$ cat src/rtl/temp_conv_pipe_if.sv
// Request/response stream bundle for temp_conv_pipe: valid/ready request in,
// valid/ready result out.
interface temp_conv_pipe_if #(
   parameter int TEMP_W = 8,
   parameter int CH_W   = 2
);
   logic              in_valid;
   logic              in_ready;
   logic [CH_W-1:0]   in_ch;
   logic              unit;
   logic [TEMP_W-1:0] temperature;
   logic              out_valid;
   logic              out_ready;
   logic [CH_W-1:0]   out_ch;
   logic              out_unit;
   logic [TEMP_W-1:0] data;
   logic              oor;

   modport master (
      output in_valid, in_ch, unit, temperature, out_ready,
      input  in_ready, out_valid, out_ch, out_unit, data, oor
   );

   modport slave (
      input  in_valid, in_ch, unit, temperature, out_ready,
      output in_ready, out_valid, out_ch, out_unit, data, oor
   );
endinterface

$ cat src/rtl/temp_conv_pipe.sv
// Multi-channel pipelined C<->F converter: two elaboration-time ROMs with
// saturation/oor, stall-on-backpressure, per-channel last-result registers.

module temp_conv_lane #(
   parameter int TEMP_W = 8
) (
   input  logic              gclk_i,
   input  logic              grst_n_i,
   input  logic              en_i,
   input  logic [TEMP_W-1:0] d_i,
   output logic [TEMP_W-1:0] q_o
);
   logic [TEMP_W-1:0] last_q;

   always_ff @(posedge gclk_i or negedge grst_n_i) begin
      if (!grst_n_i)  last_q <= '0;
      else if (en_i)  last_q <= d_i;
   end

   assign q_o = last_q;
endmodule

module temp_conv_pipe #(
   parameter int  TEMP_W = 8,
   parameter int  CH     = 4,
   parameter int  C_MAX  = 100,
   parameter int  F_MAX  = 212,
   localparam int CH_W   = $clog2(CH)
) (
   input  logic                       gclk_i,
   input  logic                       grst_n_i,
   temp_conv_pipe_if.slave            bus,
   output logic [CH-1:0][TEMP_W-1:0]  last_data_o
);
   localparam int DEPTH = 2**TEMP_W;

   // ROM words are {oor, value}
   function automatic logic [TEMP_W:0] cf_word(input int c);
      if (c <= C_MAX) return {1'b0, TEMP_W'((18*c + 5) / 10 + 32)};
      else            return {1'b1, TEMP_W'(F_MAX)};
   endfunction

   function automatic logic [TEMP_W:0] fc_word(input int f);
      if (f < 32)          return {1'b1, TEMP_W'(0)};
      else if (f > F_MAX)  return {1'b1, TEMP_W'(C_MAX)};
      else                 return {1'b0, TEMP_W'((10*(f - 32) + 9) / 18)};
   endfunction

   logic [TEMP_W:0] cf_rom [DEPTH];
   logic [TEMP_W:0] fc_rom [DEPTH];

   for (genvar a = 0; a < DEPTH; a++) begin : g_rom
      assign cf_rom[a] = cf_word(a);
      assign fc_rom[a] = fc_word(a);
   end

   // [0]: address stage, [1]: ROM read stage, [2]: output register
   logic [2:0]                 vld_pipe_q;
   logic [1:0][CH_W-1:0]       ch_pipe_q;
   logic [1:0]                 unit_pipe_q;
   logic [TEMP_W-1:0]          addr_q;
   logic [TEMP_W:0]            cf_q, fc_q;
   logic [CH_W-1:0]            out_ch_q;
   logic                       out_unit_q;
   logic [TEMP_W-1:0]          data_q;
   logic                       oor_q;
   logic [TEMP_W:0]            res_d;
   logic                       advance;
   logic                       out_hs;

   assign advance = !vld_pipe_q[2] || bus.out_ready;
   assign out_hs  = vld_pipe_q[2] && bus.out_ready;
   assign res_d   = unit_pipe_q[1] ? cf_q : fc_q;

   // A stall freezes the whole pipe, ROM reads included, so nothing drops or repeats.
   always_ff @(posedge gclk_i or negedge grst_n_i) begin
      if (!grst_n_i) begin
         vld_pipe_q  <= '0;
         ch_pipe_q   <= '0;
         unit_pipe_q <= '0;
         addr_q      <= '0;
         cf_q        <= '0;
         fc_q        <= '0;
         out_ch_q    <= '0;
         out_unit_q  <= 1'b0;
         data_q      <= '0;
         oor_q       <= 1'b0;
      end else if (advance) begin
         vld_pipe_q      <= {vld_pipe_q[1:0], bus.in_valid};
         ch_pipe_q       <= {ch_pipe_q[0], bus.in_ch};
         unit_pipe_q     <= {unit_pipe_q[0], bus.unit};
         addr_q          <= bus.temperature;
         cf_q            <= cf_rom[addr_q];
         fc_q            <= fc_rom[addr_q];
         out_ch_q        <= ch_pipe_q[1];
         out_unit_q      <= unit_pipe_q[1];
         {oor_q, data_q} <= res_d;
      end
   end

   assign bus.in_ready  = advance;
   assign bus.out_valid = vld_pipe_q[2];
   assign bus.out_ch    = out_ch_q;
   assign bus.out_unit  = out_unit_q;
   assign bus.data      = data_q;
   assign bus.oor       = oor_q;

   for (genvar k = 0; k < CH; k++) begin : g_lane
      temp_conv_lane #(.TEMP_W(TEMP_W)) u_lane (
         .gclk_i   (gclk_i),
         .grst_n_i (grst_n_i),
         .en_i     (out_hs && (out_ch_q == CH_W'(k))),
         .d_i      (data_q),
         .q_o      (last_data_o[k])
      );
   end
endmodule

$ cat src/flat_wrapper.sv
// flat-port wrapper written by rule: the top's interface ports become plain ports
module temp_conv_pipe_flat 
#(
   parameter int  TEMP_W = 8,
   parameter int  CH     = 4,
   parameter int  C_MAX  = 100,
   parameter int  F_MAX  = 212,
   localparam int CH_W   = $clog2(CH)
)
  (gclk_i, grst_n_i, last_data_o, bus_in_valid, bus_in_ch, bus_unit, bus_temperature, bus_out_ready, bus_in_ready, bus_out_valid, bus_out_ch, bus_out_unit, bus_data, bus_oor);
  temp_conv_pipe_if #(.TEMP_W(TEMP_W), .CH_W((2))) bus_i ();
  input  logic gclk_i;
  input  logic grst_n_i;
  output logic [CH-1:0][TEMP_W-1:0] last_data_o;
  input wire logic [$bits(bus_i.in_valid)-1:0] bus_in_valid;
  input wire logic [$bits(bus_i.in_ch)-1:0] bus_in_ch;
  input wire logic [$bits(bus_i.unit)-1:0] bus_unit;
  input wire logic [$bits(bus_i.temperature)-1:0] bus_temperature;
  input wire logic [$bits(bus_i.out_ready)-1:0] bus_out_ready;
  output wire logic [$bits(bus_i.in_ready)-1:0] bus_in_ready;
  output wire logic [$bits(bus_i.out_valid)-1:0] bus_out_valid;
  output wire logic [$bits(bus_i.out_ch)-1:0] bus_out_ch;
  output wire logic [$bits(bus_i.out_unit)-1:0] bus_out_unit;
  output wire logic [$bits(bus_i.data)-1:0] bus_data;
  output wire logic [$bits(bus_i.oor)-1:0] bus_oor;
  assign bus_i.in_valid = bus_in_valid;
  assign bus_i.in_ch = bus_in_ch;
  assign bus_i.unit = bus_unit;
  assign bus_i.temperature = bus_temperature;
  assign bus_i.out_ready = bus_out_ready;
  assign bus_in_ready = bus_i.in_ready;
  assign bus_out_valid = bus_i.out_valid;
  assign bus_out_ch = bus_i.out_ch;
  assign bus_out_unit = bus_i.out_unit;
  assign bus_data = bus_i.data;
  assign bus_oor = bus_i.oor;
  temp_conv_pipe #(.TEMP_W(TEMP_W), .CH(CH), .C_MAX(C_MAX), .F_MAX(F_MAX)) u_core (.gclk_i(gclk_i), .grst_n_i(grst_n_i), .bus(bus_i), .last_data_o(last_data_o));
endmodule
$ cat config.mk
export PLATFORM = sky130hd
export DESIGN_NAME = temp_conv_pipe_flat
export DESIGN_NICKNAME = d
export VERILOG_FILES = /design/src/rtl/temp_conv_pipe_if.sv /design/src/rtl/temp_conv_pipe.sv /design/src/flat_wrapper.sv
export SDC_FILE = /design/constraint.sdc
export NUM_CORES = 1
export LEC_CHECK = 0
export ABC_CLOCK_PERIOD_IN_PS = 6200
export CAP_MARGIN = 25
export CORE_MARGIN = 2
export CORE_UTILIZATION = 40
export DETAILED_ROUTE_END_ITERATION = 8
export GPL_ROUTABILITY_DRIVEN = 0
export PLACE_DENSITY = 0.57
export SYNTH_ARGS = -nofsm -noshare
export SYNTH_HDL_FRONTEND = slang
export SYNTH_SLANG_ARGS = --single-unit
$ cat constraint.sdc
create_clock -name gclk_i -period 6.2 [get_ports gclk_i]
set_input_delay 1.24 -clock gclk_i [delete_from_list [all_inputs] [get_ports gclk_i]]
set_output_delay 1.24 -clock gclk_i [all_outputs]
set_load 0.01 [all_outputs]
==> metrics.md, run 1 <==
| Metric | Value |
|---|---|
| CTS Sinks | 78 |
| Avg Cell Area, Syn | 8.89 um^2 |
| WL met3 | 850 um |
| CP required | 4.96 ns |
| CP max stage delay | 0.49 ns |
| Post-synth top flop | dfrtp_1 |
| CP Max Fanout | 49 |
| Leakage | 2.54 nW |
| DR pass1 iterations | 5 |
| Chip Height | between 100 and 150 um |
| Worst-Margin Slew | between 0.8 and 0.9 ns |
| Maximum vdd drop | 169 uV |
| First-pass GRT wire length | 22100 um |
| Input/output buffers | 60 |
| Fin crit period | 4.11 ns |
| CP arrival | 2.87 ns |
| P&R area growth vs syn | 19.3% |
| Routed WL | 13800 um |
| H-tree levels | 3 |
| Die area | 13600 um^2 |
| Syn_nets | 605 |
| Slew Limit Fails | 0 |
| Cell count after synthesis | 572 |
| Wire per inst | around 18 um |
| Max clock buf depth | 2 |
| Cts hold-fix bufs | 0 |
| Gr ovfl total | 0 |
| HP Class | register to register |
| Critical Path Start Type | primary input |
| Most common cell after layout, fill and taps aside | nand2_1 |
| # Post-CTS Setup Buffers | 0 |
| Root buf cell | clkbuf_16 |
| Core Area | 12500 um^2 |
| Placed cell area | 5700 um^2 |
| Final hold violation count | 0 |
| # diodes | 0 |
| Critical path's slowest cell | clkdlybuf4s50_1 |
| Nets@finish | ~640 |
| CP bufs+invs | 4 |
| Iteration-0 DRC Markers | 653 |
| Yosys cell types | 71 |
| WS Path Type | primary input to output pin |
| Fin Clk Skew | ~0.0071 ns |
| Final core utilization | 48.4% |
| Most frequent cells in the layout | 91 x nand2_1, 77 x dfrtp_1, 59 x clkdlybuf4s50_1 |
| I/O pin cnt | 61 |
| Async SR Flop Fraction | 100% |
| Uppermost layer routed | met4 |
| Fillers | 1250 |
| #FFs+latches synth | 78 |
| Vias | 4496 |
| Warning count from the yosys run | 0 |
| GRT Resource Usage Total | 20.6% |
| Initial antenna violation count | 0 |
| Synthesized area | 5080 um^2 |
| Cell Chain, Critical Path | clkdlybuf4s50_1 -> nor2b_4 -> buf_4 -> inv_1 -> clkdlybuf4s50_1 |
| Initial Utilization | 40.6% |
| Largest net degree at the start of global routing | 79 |
| Die extent in x | 117 um |
| Largest delay share family, worst path | buffers and inverters |
| Vias in the first global route | about 4200 |
| Cell Rows | 41 |
| Crit path top cell by count | clkdlybuf4s50_1 |
| Max Cap Viol | 0 |
| CTS-repair resized insts | 0 |
| Status | finished, final reports clean |
| Max Clock Freq | between 200 and 250 MHz |
| Hpwl dp | 8850 um |
| Clk pin slew, worst setup/hold paths | ~0.06 ns |
| Vias per cell | 5.77 |
| Final setup violation count | 0 |
| Ratio of cells with drive above 1 in the final layout | 11.0% |
| Sum of negative setup slack | 0 ns |
| Final Instance Area | 6060 um^2 |
| DRC viols | 0 |
| Metal-1 WL | 6220 um |
| RSZ-0062 raised after global routing | no |
| CTS tree | yes |
| Worst Setup End Kind | output pin |
| Met2 wire length | 6440 um |
| Sequential area share after synthesis | 38.4% |
| Slew headroom | 42.6% |
| PD cells | roughly 470 nW/um^2 |
| Crit share post-route | approximately two thirds |
| TritonCTS Buffers | 9 |
| ANT nets after route | 0 |
| EDFF count, synth | 0 |
| Later-pin clock latency in the skew report | ~0.33 ns |
==> routing by layer <==
layer  track usage (%)  vias up
li1                  -     2121
met1              27.6     2162
met5                 0        -
met3              3.43       25
met2              33.6      188
met4              8.00        0
==> sequential cells by signal (all words and copies together) (netlist names) <==
signal and cells:
u_core.unit_pipe_q 2, u_core.bus.oor 1, u_core.bus.out_ch 2, u_core.fc_q 8
u_core.vld_pipe_q 3, u_core.g_lane.u_lane.q_o 32, u_core.addr_q 8, u_core.bus.data 8
u_core.cf_q 9, u_core.bus.out_unit 1, u_core.ch_pipe_q 4
==> final cells by class <==
cell class / instances / area (um^2) / share of cell area (%)
Tap cell: 172 / 215 / 3.55
Inverter: 10 / 37.5 / 0.619
Sequential cell: 78 / 1950 / 32.2
Clock buffer: 10 / 239 / 3.94
Clock inverter: 6 / 92.6 / 1.53
Timing Repair Buffer: 69 / 686 / 11.3
Multi-Input combinational cell: 434 / 2840 / 46.8
==> cell families (layout without fill, tap and decap cells) <==
logic type / count (synthesis) / after routing / share of synthesized area (%)
and+or+nand+nor: 194 / 194 / 17.5
AOI/OAI and AO/OA: 172 / 172 / 22.7
DFF: 78 / 78 / 38.4
buffers and inverters: 60 / 95 / 5.88
muxes: 47 / 47 / 10.5
adders and majority gates: 18 / 18 / 4.43
xor gates and xnor gates: 3 / 3 / 0.517
==> worst paths after layout <==
check	start	endpoint	slack (ns)	depth (start not counted)
worst max-delay path	bus_out_ready	bus_in_ready	2.09	5
worst min-delay path	u_core.ch_pipe_q[0]	u_core.ch_pipe_q[2]	0.47	2
worst max register to register	u_core.addr_q[1]	u_core.fc_q[0]	2.94	7
worst min register to register	u_core.ch_pipe_q[0]	u_core.ch_pipe_q[2]	0.47	2
max in group asynchronous	grst_n_i	u_core.unit_pipe_q[0]	4.86	2
min in group asynchronous	grst_n_i	u_core.ch_pipe_q[1]	0.77	1
==> cells in the mapped netlist, types with 3 or more instances <==
cell	instances	share of area, %
o21ai_0	43	4.2
o31ai_1	3	0.44
a2bb2oi_1	6	1.0
a211oi_1	12	1.8
o211ai_1	6	0.89
a21oi_1	40	3.9
a22oi_1	4	0.59
nand2b_1	15	1.8
clkbuf_1	20	1.5
a21o_1	3	0.44
o22ai_1	3	0.37
nor2b_1	18	2.2
mux2_2	32	7.1
inv_1	9	0.66
buf_2	19	1.9
buf_4	4	0.59
a211o_1	3	0.52
buf_6	3	0.66
nand3_1	11	1.1
nor2_1	33	2.4
ha_1	18	4.4
nand2_1	91	6.7
o221ai_1	4	0.69
nor3_1	12	1.2
dfrtp_1	78	38
o311ai_0	4	0.69
a31oi_1	7	0.86
a221oi_1	3	0.52
mux2i_1	13	2.6
==> power by group <==
group	internal (W)	switching, W
clock	0.000366	0.000211
combinational	0.000658	0.000729
sequential	0.000727	0.000185
total	0.00175	0.00112
==> metrics by stage <==
stage          hold slack (ns)  setup slack, ns  total power (W)  std cells
3_3_place_gp             0.450             2.09          0.00227        762
4_1_cts                  0.469             2.07          0.00288        778
2_1_floorplan            0.430             2.92          0.00177        572
6_report                 0.466             2.09          0.00288        779
5_1_grt                  0.483             1.97          0.00307        779
3_5_place_dp             0.454             2.08          0.00230        762
==> worst min-delay path, stage by stage (launching register included) <==
cell and delay (ns):
dfrtp_1 0.34, nand2_1 0.05, nand2_1 0.05
Power figures use the tool's default switching activity.
==> run 2: changes to the inputs <==
ABC_CLOCK_PERIOD_IN_PS = 4000   (was 6200)
clock period = 4 ns   (was 6.2 ns; I/O delays follow)
==> run 2 against run 1 <==
  * Register-to-register slack got worse by 1.6 ns
  * Combinational power grew 52%
  * Core utilization is 0.21 points lower
  * Critical path depth decreased by 1
  * Clock power grew 37%
  * Final area decreased by 0.43%
  * Largest cell class unchanged
  * Cell count increased by 0.13%
  * Total power increased by 52%
==> metrics.md, run 2 (synthesized netlist as in run 1, its figures left out) <==
| Metric | Value |
|---|---|
| Pre-CTS setup slack | 1.13 ns (was 2.08 ns) |
| DRC viols | 0 (unchanged) |
| # Post-CTS Setup Buffers | 0 (unchanged) |
| I/O pin cnt | 61 (unchanged) |
| WS Path Type | primary input to output pin (unchanged) |
| Cell Chain, Critical Path | clkdlybuf4s50_1 -> nor2b_4 -> inv_1 -> clkdlybuf4s50_1 (was clkdlybuf4s50_1 -> nor2b_4 -> buf_4 -> inv_1 -> clkdlybuf4s50_1) |
| Fin Clk Skew | 0.00569 ns (was 0.00706 ns) |
| Metal-1 WL | 6160 um (was 6220 um) |
| Psw | 0.00172 W (was 0.00112 W) |
| Fin crit period | 2.85 ns |
| Initial Utilization | 40.6% (unchanged) |
| Vias | 4562 (was 4496) |
| Later-pin clock latency in the skew report | 0.33 ns (about the same) |
| ANT nets after route | 0 (unchanged) |
| CP Max Fanout | 3 (was 49) |
| Routed WL | 13900 um (was 13800 um) |
| Die area | 13600 um^2 (unchanged) |
| Chip Height | 117 um (unchanged) |
| Met2 wire length | 6480 um (was 6440 um) |
| Max Clock Freq | ~350 MHz |
| Slew Limit Fails | 0 (unchanged) |
| Initial antenna violation count | 0 (unchanged) |
| Core Area | 12500 um^2 (unchanged) |
| Clk pin slew, worst setup/hold paths | 0.05 ns (was 0.06 ns) |
| Placed cell area | 5720 um^2 (was 5700 um^2) |
| Critical path's slowest cell | clkdlybuf4s50_1 (unchanged) |
| Input/output buffers | 60 (unchanged) |
| Comb pwr share | 48.3% (was 48.2%) |
| Crit share post-route | 71.4% |
| Largest net degree at the start of global routing | 79 (unchanged) |
| CTS tree | yes (unchanged) |
| Final setup violation count | 0 (unchanged) |
| Critical Path Start Type | primary input (unchanged) |
| Cell-internal power | 0.00265 W (was 0.00175 W) |
| Gr ovfl total | 0 (unchanged) |
| WL met3 | 920 um (was 850 um) |
| Max Cap Viol | 0 (unchanged) |
| Clock network power share | 18.2% (was 20.1%) |
| H-tree levels | 3 (unchanged) |
| # diodes | 0 (unchanged) |
| Vias per cell | 5.85 (was 5.77) |
| GRT Resource Usage Total | 21.1% (was 20.6%) |
| Crit path top cell by count | clkdlybuf4s50_1 (unchanged) |
| First-pass GRT wire length | 22600 um (was 22100 um) |
| Seq pwr share | 33.5% (was 31.7%) |
| Max clock buf depth | 2 (unchanged) |
| Most common cell after layout, fill and taps aside | nand2_1 (unchanged) |
| Sum of negative setup slack | 0 ns (unchanged) |
| Root buf cell | clkbuf_16 (unchanged) |
| P&R area growth vs syn | 18.8% (was 19.3%) |
| HP Class | primary input to asynchronous set/reset pin (was register to register) |
| CP bufs+invs | 3 (was 4) |
| Uppermost layer routed | met4 (unchanged) |
| Cts hold-fix bufs | 0 (unchanged) |
| Nets@finish | 637 (was 635) |
| CP arrival | 2.05 ns (was 2.87 ns) |
| Net Sw Frac | 39.4% (was 39.1%) |
| Die extent in x | 117 um (unchanged) |
| Most frequent cells in the layout | 91 x nand2_1, 77 x dfrtp_1, 59 x clkdlybuf4s50_1 (unchanged) |
| CP max stage delay | 0.58 ns (was 0.49 ns) |
| Largest register FFs | 32 (unchanged) |
| Vias in the first global route | 4312 (was 4150) |
| CTS Sinks | 78 (unchanged) |
| Worst Setup End Kind | output pin (unchanged) |
| Slew headroom | 39.1% (was 42.6%) |
| RSZ-0062 raised after global routing | no (unchanged) |
| Leakage | 2.54 nW (about the same) |
| CP required | 3.20 ns (was 4.96 ns) |
| Worst-Margin Slew | 0.913 ns (was 0.862 ns) |
| Wire per inst | 17.8 um (about the same) |
| PD cells | 724 nW/um^2 (was 475 nW/um^2) |
| TritonCTS Buffers | 9 (unchanged) |
| Maximum vdd drop | 235 uV (was 169 uV) |
| Ratio of cells with drive above 1 in the final layout | 11.0% (about the same) |
| Iteration-0 DRC Markers | 561 (was 653) |
| Setup ws final | 1.15 ns (was 2.09 ns) |
| Final hold violation count | 0 (unchanged) |
| DR pass1 iterations | 6 (was 5) |
| Largest delay share family, worst path | buffers and inverters (unchanged) |
| Cell Rows | 41 (unchanged) |
| Final Instance Area | 6040 um^2 (was 6060 um^2) |
| Status | finished, final reports clean (unchanged) |
| CTS-repair resized insts | 0 (unchanged) |
| Hpwl dp | 9340 um (was 8850 um) |
[run 2: per-stage QoR]
step / hold slack (ns) / power (W) / utilization [%] / std cells
final: 0.271 / 0.00437 / 48.2 / 780
after global routing: 0.255 / 0.00468 / 48.2 / 780
after CTS: 0.464 / 0.00439 / 48.0 / 779
after detailed placement: 0.451 / 0.00358 / 45.7 / 764
after global placement: 0.450 / 0.00354 / 45.7 / 764
after floorplan: 0.430 / 0.00275 / - / 572
[run 2: worst paths after layout]
check	start	endpoint	slack, ns	cells after the start
max	bus_out_ready	bus_in_ready	1.15	4
min reg2reg	u_core.vld_pipe_q[1]	u_core.vld_pipe_q[1]	0.46	2
min	grst_n_i	u_core.g_lane[1].u_lane.q_o[1]	0.27	1
max in group asynchronous	grst_n_i	u_core.addr_q[3]	3.19	2
max reg2reg	u_core.addr_q[1]	u_core.fc_q[1]	1.37	7
min in group gclk_i	u_core.vld_pipe_q[1]	u_core.vld_pipe_q[1]	0.46	2
[run 2: power groups by stage]
stage | logic (W) | registers [W] | clock network (W)
after floorplan | 0.00132 | 0.00143 | 0
after global placement | 0.00207 | 0.00147 | 0
after detailed placement | 0.00210 | 0.00148 | 0
after CTS | 0.00210 | 0.00147 | 0.000814
after global routing | 0.00231 | 0.00152 | 0.000854
final | 0.00211 | 0.00147 | 0.000794
[run 2: layout make-up]
type                            count  area (um^2)
Clock buffer                       11          243
Clock inverter                      4         47.5
Fill cell                        1274         6480
Timing Repair Buffer               71          701
Sequential cell                    78         1950
Inverter                           10         37.5
Multi-Input combinational cell    434         2840
Tap cell                          172          215
[run 2: worst reg2reg max path: cells and delay by family, from the launching register on]
kind	cells	cell delay [ns]
AOI/OAI and AO/OA	4	1.12
adders and majority gates	1	0.63
buffers and inverters	1	0.27
DFF	1	0.34
and+or+nand+nor	1	0.14
[run 2: metal layers]
layer  GRT usage, %  vias up
li1               -     2131
met1           29.0     2197
met2           33.1      204
met3           3.17       30
met4           9.41        0
met5              0        -
==> run 3: changes to the inputs <==
ABC_CLOCK_PERIOD_IN_PS = 2400   (was 4000)
PLACE_DENSITY = 0.6   (was 0.57)
clock period = 2.4 ns   (was 4 ns; I/O delays follow)
==> run 3 against run 2 <==
  * Non-clock buffer count is 38 higher
  * Core utilization is 2.6 points higher
  * Clock power is 57% higher
  * Sequential share of layout area is 1.7 points lower
  * Worst hold slack worse by 0.075 ns
  * Routed wire length is 3.0% higher
  * Die area stayed put
  * Via count is 3.6% higher
  * Flip-flop and latch count stayed put
  * Critical path type is now register to register
  * Critical endpoint is now u_core.fc_q[3]
  * Largest cell class unchanged
==> metrics.md, run 3 (synthesized netlist as in run 1, its figures left out) <==
| Metric | Value |
|---|---|
| Nets@finish | 675 (was 637) |
| P&R area growth vs syn | 25.2% (was 18.8%) |
| Comb pwr share | 51.7% (was 48.3%) |
| CTS-repair resized insts | 0 (unchanged) |
| Core Area | 12500 um^2 (unchanged) |
| CP max stage delay | 0.41 ns (was 0.58 ns) |
| Max clock buf depth | 2 (unchanged) |
| GRT Resource Usage Total | 21.8% (was 21.1%) |
| CTS Sinks | 78 (unchanged) |
| Later-pin clock latency in the skew report | 0.33 ns (about the same) |
| Max Cap Viol | 0 (unchanged) |
| ANT nets after route | 0 (unchanged) |
| Status | finished, final reports clean (unchanged) |
| Worst-Margin Slew | 0.734 ns (was 0.913 ns) |
| # Post-CTS Setup Buffers | 0 (unchanged) |
| TritonCTS Buffers | 9 (unchanged) |
| Cell-internal power | 0.00458 W (was 0.00265 W) |
| Input/output buffers | 60 (unchanged) |
| Maximum vdd drop | 378 uV (was 235 uV) |
| Gr ovfl total | 0 (unchanged) |
| HP Class | primary input to asynchronous set/reset pin (unchanged) |
| RSZ-0062 raised after global routing | no (unchanged) |
| Critical Path Start Type | register (was primary input) |
| Clock network power share | 16.6% (was 18.2%) |
| CP bufs+invs | 2 (was 3) |
| Routed WL | 14300 um (was 13900 um) |
| Fin crit period | 2.23 ns |
| Slew Limit Fails | 0 (unchanged) |
| # diodes | 0 (unchanged) |
| Fin Clk Skew | 0.00349 ns (was 0.00569 ns) |
| DR pass1 iterations | 5 (was 6) |
| Critical path's slowest cell | dfrtp_1 (was clkdlybuf4s50_1) |
| Iteration-0 DRC Markers | 722 (was 561) |
| Seq pwr share | 31.7% (was 33.5%) |
| H-tree levels | 3 (unchanged) |
| Net Sw Frac | 39.2% (was 39.4%) |
| Final setup violation count | 0 (unchanged) |
| Die area | 13600 um^2 (unchanged) |
| WS Path Type | register to register (was primary input to output pin) |
| Initial antenna violation count | 0 (unchanged) |
| PD cells | 1190 nW/um^2 (was 724 nW/um^2) |
| Worst Setup End Kind | register (was output pin) |
| Vias | 4728 (was 4562) |
| Die extent in x | 117 um (unchanged) |
| Hold slack final | 0.196 ns (was 0.271 ns) |
| Vias per cell | 5.78 (was 5.85) |
| Clk pin slew, worst setup/hold paths | 0.06 ns (was 0.05 ns) |
| Vias in the first global route | 4461 (was 4312) |
| CTS tree | yes (unchanged) |
| Cell Rows | 41 (unchanged) |
| Final hold violation count | 0 (unchanged) |
| Sum of negative setup slack | 0 ns (unchanged) |
| Chip Height | 117 um (unchanged) |
| Max Clock Freq | 448 MHz |
| Hpwl dp | 10200 um (was 9340 um) |
| Cts hold-fix bufs | 0 (unchanged) |
| Leakage | 2.74 nW (was 2.54 nW) |
| Ratio of cells with drive above 1 in the final layout | 16.3% (was 11.0%) |
| Largest register FFs | 32 (unchanged) |
| Crit share post-route | a little over 90% |
| DRC viols | 0 (unchanged) |
| CP Max Fanout | 22 (was 3) |
| Most frequent cells in the layout | 91 x nand2_1, 77 x dfrtp_1, 59 x clkdlybuf4s50_1 (unchanged) |
| First-pass GRT wire length | 23300 um (was 22600 um) |
| Cell Chain, Critical Path | buf_12 -> ha_1 -> nor3_1 -> a211oi_1 -> a211o_1 -> a221oi_1 -> buf_4 -> a21o_1 (was clkdlybuf4s50_1 -> nor2b_4 -> inv_1 -> clkdlybuf4s50_1) |
| Largest delay share family, worst path | compound AO/OA/AOI/OAI gates (was buffers and inverters) |
| Largest net degree at the start of global routing | 69 (was 79) |
| CP arrival | 2.50 ns (was 2.05 ns) |
| CP required | 2.67 ns (was 3.20 ns) |
| I/O pin cnt | 61 (unchanged) |
| Root buf cell | clkbuf_16 (unchanged) |
| Initial Utilization | 40.6% (unchanged) |
| Wire per inst | 17.5 um (was 17.8 um) |
| Psw | 0.00296 W (was 0.00172 W) |
| Slew headroom | 51.1% (was 39.1%) |
| Most common cell after layout, fill and taps aside | nand2_1 (unchanged) |
==> run 3: cell type report <==
class / instances / area [um^2]
tap: 172 / 215
fill: 1218 / 6160
sequential: 78 / 1950
clock inverter: 3 / 18.8
timing repair buffer: 109 / 1040
multi-input combinational: 434 / 2840
inverter: 10 / 37.5
clock buffer: 12 / 256
==> run 3: worst paths after layout <==
path                            slack [ns]                              to  cells past startpoint            startpoint
worst max register to register        0.17                  u_core.fc_q[3]                      8      u_core.addr_q[1]
max in group asynchronous             1.51  u_core.g_lane[3].u_lane.q_o[7]                      2              grst_n_i
worst min register to register        0.46            u_core.vld_pipe_q[2]                      1  u_core.vld_pipe_q[1]
worst max-delay path                  0.17                  u_core.fc_q[3]                      8      u_core.addr_q[1]
worst min-delay path                  0.20  u_core.g_lane[3].u_lane.q_o[1]                      1              grst_n_i
min in group gclk_i                   0.46            u_core.vld_pipe_q[2]                      1  u_core.vld_pipe_q[1]
==> run 3: worst reg2reg max path, delay by kind of cell (launching register included) <==
| kind | cells | cell delay, ns |
|---|---|---|
| flops | 1 | 0.41 |
| simple gates | 1 | 0.28 |
| compound gates | 4 | 0.82 |
| buf+inv | 2 | 0.36 |
| fa+ha+maj | 1 | 0.31 |
==> run 3: metrics by stage <==
step	total power [W]	setup slack [ns]	cells	util (%)	area, um^2
floorplan	0.00458	0.0765	572	-	5080
global placement	0.00619	0.180	803	48.6	6090
detailed placement	0.00627	0.186	803	48.6	6090
CTS	0.00755	0.173	818	50.8	6360
global route	0.00806	0.0725	818	50.8	6360
finish	0.00754	0.166	818	50.8	6360
==> run 3: power groups by stage <==
stage                     Combinational (W)  Clock, W  Sequential (W)
after floorplan                     0.00220         0         0.00238
after global placement              0.00381         0         0.00238
after detailed placement            0.00386         0         0.00241
after CTS                           0.00387   0.00129         0.00239
after global routing                0.00424   0.00134         0.00248
final                               0.00390   0.00125         0.00239
==> run 3: metal layers <==
metal / vias up / GRT usage, % / part of all wire [%]
met5: - / 0 / 0
met4: 0 / 8.63 / 3.1
met3: 45 / 4.10 / 7.7
met2: 220 / 34.8 / 46
met1: 2257 / 29.2 / 43
li1: 2206 / - / -
==> patch 1: new RTL, flow settings as in run 1 <==
`TEMP_W` is set to 8 in 4 places; all go to 7.
--- a/src/rtl/temp_conv_pipe_if.sv
+++ b/src/rtl/temp_conv_pipe_if.sv
@@ -1,7 +1,7 @@
 // Request/response stream bundle for temp_conv_pipe: valid/ready request in,
 // valid/ready result out.
 interface temp_conv_pipe_if #(
-   parameter int TEMP_W = 8,
+   parameter int TEMP_W = 7,
    parameter int CH_W   = 2
 );
    logic              in_valid;
--- a/src/rtl/temp_conv_pipe.sv
+++ b/src/rtl/temp_conv_pipe.sv
@@ -2,7 +2,7 @@
 // saturation/oor, stall-on-backpressure, per-channel last-result registers.
 
 module temp_conv_lane #(
-   parameter int TEMP_W = 8
+   parameter int TEMP_W = 7
 ) (
    input  logic              gclk_i,
    input  logic              grst_n_i,
@@ -21,7 +21,7 @@
 endmodule
 
 module temp_conv_pipe #(
-   parameter int  TEMP_W = 8,
+   parameter int  TEMP_W = 7,
    parameter int  CH     = 4,
    parameter int  C_MAX  = 100,
    parameter int  F_MAX  = 212,
--- a/src/flat_wrapper.sv
+++ b/src/flat_wrapper.sv
@@ -1,7 +1,7 @@
 // flat-port wrapper written by rule: the top's interface ports become plain ports
 module temp_conv_pipe_flat 
 #(
-   parameter int  TEMP_W = 8,
+   parameter int  TEMP_W = 7,
    parameter int  CH     = 4,
    parameter int  C_MAX  = 100,
    parameter int  F_MAX  = 212,
Ports: changed (resized bus_data, bus_temperature and last_data_o); port bits go from 61 to 55. No check against the original RTL was run, so the function may have changed too.
==> patch 1 against run 1 <==
Design area fell by 20%; register-to-register slack improved by 0.55 ns; maximum frequency fell by 4.0%; sequential cell count fell by 8; power fell by 25%; clock power fell by 44%; area after synthesis fell by 19%; routed wire length fell by 29%; worst setup slack got worse by 0.17 ns.
==> patch 1: results <==
{
  "status": "finished, final reports clean",
  "drtPass1Iterations": 4,
  "slowest_stage": "clkdlybuf4s50_1",
  "largest_reg_flops": 28,
  "timing.slew.headroom_pct": 38.3,
  "vias": 3411,
  "hold_slack_ns": 0.467,
  "synth_top_family_by_area": "compound AO/OA/AOI/OAI gates",
  "yosys-top-cells-area": "dfrtp_1, nand2_1, mux2_2, ha_1, o21ai_0",
  "cts.clk_slew.worst_paths_ns": 0.08,
  "ctsHtreeMaxLevel": 3,
  "hp-class": "flip-flop to flip-flop",
  "cp.arrival_ns": 3.04,
  "netlist_instances": 447,
  "clock_skew_ns": 0.00964,
  "post_dp_cell_area_sq_mm": 0.00468,
  "wirelength_mm": 9.78,
  "root_buffer": "clkbuf_8",
  "dp_cells": 605,
  "ys_seq_area_share_pct": 42.5,
  "grt_pass1_vias": 3253,
  "synth-compound-area-share_pct": 18.5,
  "post_cts.repair.setup_buffers": 0,
  "grt_max_degree": 71,
  "ys_async_sr_fraction_pct": 100,
  "regArea_sq_mm": 0.00175,
  "grt_pass1_wl_mm": 16.6,
  "vdd_ir_drop_max_mv": 0.204,
  "critPathTopFamily": "buffers and inverters",
  "cp_max_fo": 43,
  "syn-num-nets": 477,
  "p_leak_nw": 2.08,
  "synth.area.mux_share_pct": 12.0,
  "drive_gt1_share_pct": 13.0,
  "io_buffers": 54,
  "ys_types": 53,
  "synthTopCellsByCount": "nand2_1, dfrtp_1, mux2_2, o21ai_0",
  "hpwl_mm": 6.44,
  "cts_buffer_depth": 2,
  "diodes": 0,
  "final_cells": 621,
  "fillers": 1009,
  "initialDrtViolationCount": 264,
  "track_usage_pct": 18.3,
  "synth_fa_ha_area_share_pct": 4.86,
  "final_nets": 510,
  "cpPeakStageDelay_ns": 0.67,
  "place_ws_ns": 1.91,
  "synthXorXnorAreaFrac_pct": 0
}
[patch 1: changes by cell type in the layout (fill, tap and decap cells not counted), sizes merged, moves of 8 or more]
cell,run 1,this run
a21oi,40,21
o21ai,44,32
dfrtp,78,70
nor2b,18,9
nor2,33,22
[patch 1: routing by layer]
metal | GRT usage, % | wire [um] | vias to the layer above
li1 | - | - | 1651
met1 | 25.6 | 4550 | 1639
met2 | 29.4 | 4590 | 109
met3 | 3.03 | 488 | 12
met4 | 5.17 | 148 | 0
met5 | 0 | 0 | -
[patch 1: path summary, 6_finish.rpt]
check | endpoint | depth (start not counted) | startpoint | slack [ns]
min in group asynchronous | u_core.bus.data[1]$_DFFE_PN0P_ | 2 | grst_n_i | 1.10
max in group asynchronous | u_core.g_lane[1].u_lane.q_o[6]$_DFFE_PN0P_ | 2 | grst_n_i | 4.50
worst max-delay path | bus_in_ready | 4 | bus_out_ready | 1.92
worst min register to register | u_core.vld_pipe_q[1]$_DFFE_PN0P_ | 2 | u_core.vld_pipe_q[1]$_DFFE_PN0P_ | 0.47
worst max register to register | u_core.fc_q[0]$_DFFE_PN0P_ | 7 | u_core.addr_q[1]$_DFFE_PN0P_ | 3.49
worst min-delay path | u_core.vld_pipe_q[1]$_DFFE_PN0P_ | 2 | u_core.vld_pipe_q[1]$_DFFE_PN0P_ | 0.47
[patch 1: power breakdown]
group | switching, mW | internal (mW) | leakage, nW | total [mW]
sequential | 0.174 | 0.643 | 0.869 | 0.818
clock | 0.177 | 0.145 | 0.0776 | 0.321
combinational | 0.504 | 0.515 | 1.14 | 1.02
[patch 1: cell type report]
class | instances | area share, %
timing repair buffer | 59 | 11.8
sequential | 70 | 36.1
inverter | 7 | 0.541
multi-input combinational | 333 | 44.5
clock inverter | 7 | 1.00
tap | 136 | 3.50
clock buffer | 9 | 2.55
==> patch 2: new RTL, flow settings as in run 1 <==
Made on the original files. Make the reset (`grst_n_i`) synchronous in 2 clocked blocks.
--- a/src/rtl/temp_conv_pipe.sv
+++ b/src/rtl/temp_conv_pipe.sv
@@ -12,7 +12,7 @@
 );
    logic [TEMP_W-1:0] last_q;
 
-   always_ff @(posedge gclk_i or negedge grst_n_i) begin
+   always_ff @(posedge gclk_i) begin
       if (!grst_n_i)  last_q <= '0;
       else if (en_i)  last_q <= d_i;
    end
@@ -73,7 +73,7 @@
    assign res_d   = unit_pipe_q[1] ? cf_q : fc_q;
 
    // A stall freezes the whole pipe, ROM reads included, so nothing drops or repeats.
-   always_ff @(posedge gclk_i or negedge grst_n_i) begin
+   always_ff @(posedge gclk_i) begin
       if (!grst_n_i) begin
          vld_pipe_q  <= '0;
          ch_pipe_q   <= '0;
Function: differs if grst_n_i is asserted again (counterexample within 4 cycles, from zero or initial values and one cycle with grst_n_i low); with grst_n_i held inactive, the same outputs for 4 cycles.
==> patch 2 against run 1 <==
Maximum frequency is 8.5% lower; non-clock buffer count is 1 lower; area after synthesis is 3.7% lower; worst setup slack worse by 0.38 ns; core utilization hardly changed; synthesized cell count is 16% higher; design area is 4.4% lower; routed wire length is 2.3% higher; critical path depth is 1 higher; sequential cell count stayed put; highest routed layer unchanged.
Power is not compared: it rests on default switching activity, and its combinational part moved more than twofold at a synthesized area within 25%.
==> patch 2: results <==
{
  "synthTopCellsByCount": "nand2_1, dfxtp_1, a21boi_0",
  "cts.clk_slew.worst_paths_ns": 0.06,
  "ys_types": 56,
  "ys_async_sr_fraction_pct": 0,
  "hp-class": "flip-flop to flip-flop",
  "area_growth_pct": 18.4,
  "synth_fa_ha_area_share_pct": 5.01,
  "wl_met2_mm": 6.47,
  "final_nets": 719,
  "ctsHtreeMaxLevel": 3,
  "synth-compound-area-share_pct": 31.1,
  "ys_dominant_reg_cell": "dfxtp_1",
  "track_usage_pct": 21.7,
  "dp_cells": 822,
  "synthXorXnorAreaFrac_pct": 0.358,
  "cpPeakStageDelay_ns": 0.63,
  "dr_wl_met3_mm": 1.03,
  "routed_via_density": 5.87,
  "initialDrtViolationCount": 484,
  "root_buffer": "clkbuf_16",
  "syn-num-nets": 697,
  "grt_use_met3_pct": 3.55,
  "timing.slew.headroom_pct": 37.4,
  "clock_latency_ns": 0.33,
  "ys_seq_area_share_pct": 31.9,
  "cp.arrival_ns": 3.25,
  "largest_reg_flops": 32,
  "met2_usage_pct": 34.5,
  "highest_layer": "met4",
  "fillers": 1231,
  "yosys-top-cells-area": "dfxtp_1, nand2_1, a21boi_0, o21ai_0, ha_1",
  "hp-start": "u_core.g_lane[2].u_lane.q_o[5]$_SDFFE_PN0P_",
  "clock_skew_ns": 0.00747,
  "drive_gt1_share_pct": 4.78,
  "wirelength_mm": 14.2,
  "reg2reg_from": "u_core.addr_q[1]$_SDFFE_PN0P_",
  "grt_pass1_wl_mm": 23.0,
  "use_met1_pct": 29.7,
  "place_ws_ns": 1.72,
  "vias": 4922,
  "hpwl_mm": 9.23,
  "synth_top_area_share_pct": 31.9,
  "cts_buffer_depth": 2,
  "drtPass1Iterations": 5,
  "post_dp_cell_area_sq_mm": 0.00548,
  "synth.area.mux_share_pct": 2.27,
  "grt_max_degree": 82,
  "netlist_instances": 664,
  "status": "finished, final reports clean",
  "drt-met1-wl_mm": 6.42,
  "cp_max_fo": 51,
  "grt_pass1_vias": 4488
}
[patch 2: worst paths after layout]
check	slack (ns)	cells past startpoint	endpoint
worst max-delay path	1.71	6	bus_in_ready
worst min-delay path	0.46	2	u_core.g_lane[2].u_lane.q_o[5]$_SDFFE_PN0P_
worst max register to register	3.03	8	u_core.fc_q[0]$_SDFFE_PN0P_
worst min register to register	0.46	2	u_core.g_lane[2].u_lane.q_o[5]$_SDFFE_PN0P_
[patch 2: worst max-delay path: cells and delay by family]
family	cells	cell delay [ns]
buffers and inverters	5	1.93
and+or+nand+nor	1	0.06
[patch 2: final cells by class]
cell class                 count  area share, %
multi-input combinational    517           52.3
sequential                    78           27.0
timing repair buffer          68           11.3
clock buffer                  12           4.60
tap                          147           3.17
clock inverter                 4          0.906
inverter                      12          0.777
[patch 2: report_power, final]
| part | switching, mW | internal, mW |
|---|---|---|
| combinational | 0.135 | 0.0875 |
| clock | 0.200 | 0.346 |
| sequential | 0.0233 | 0.522 |
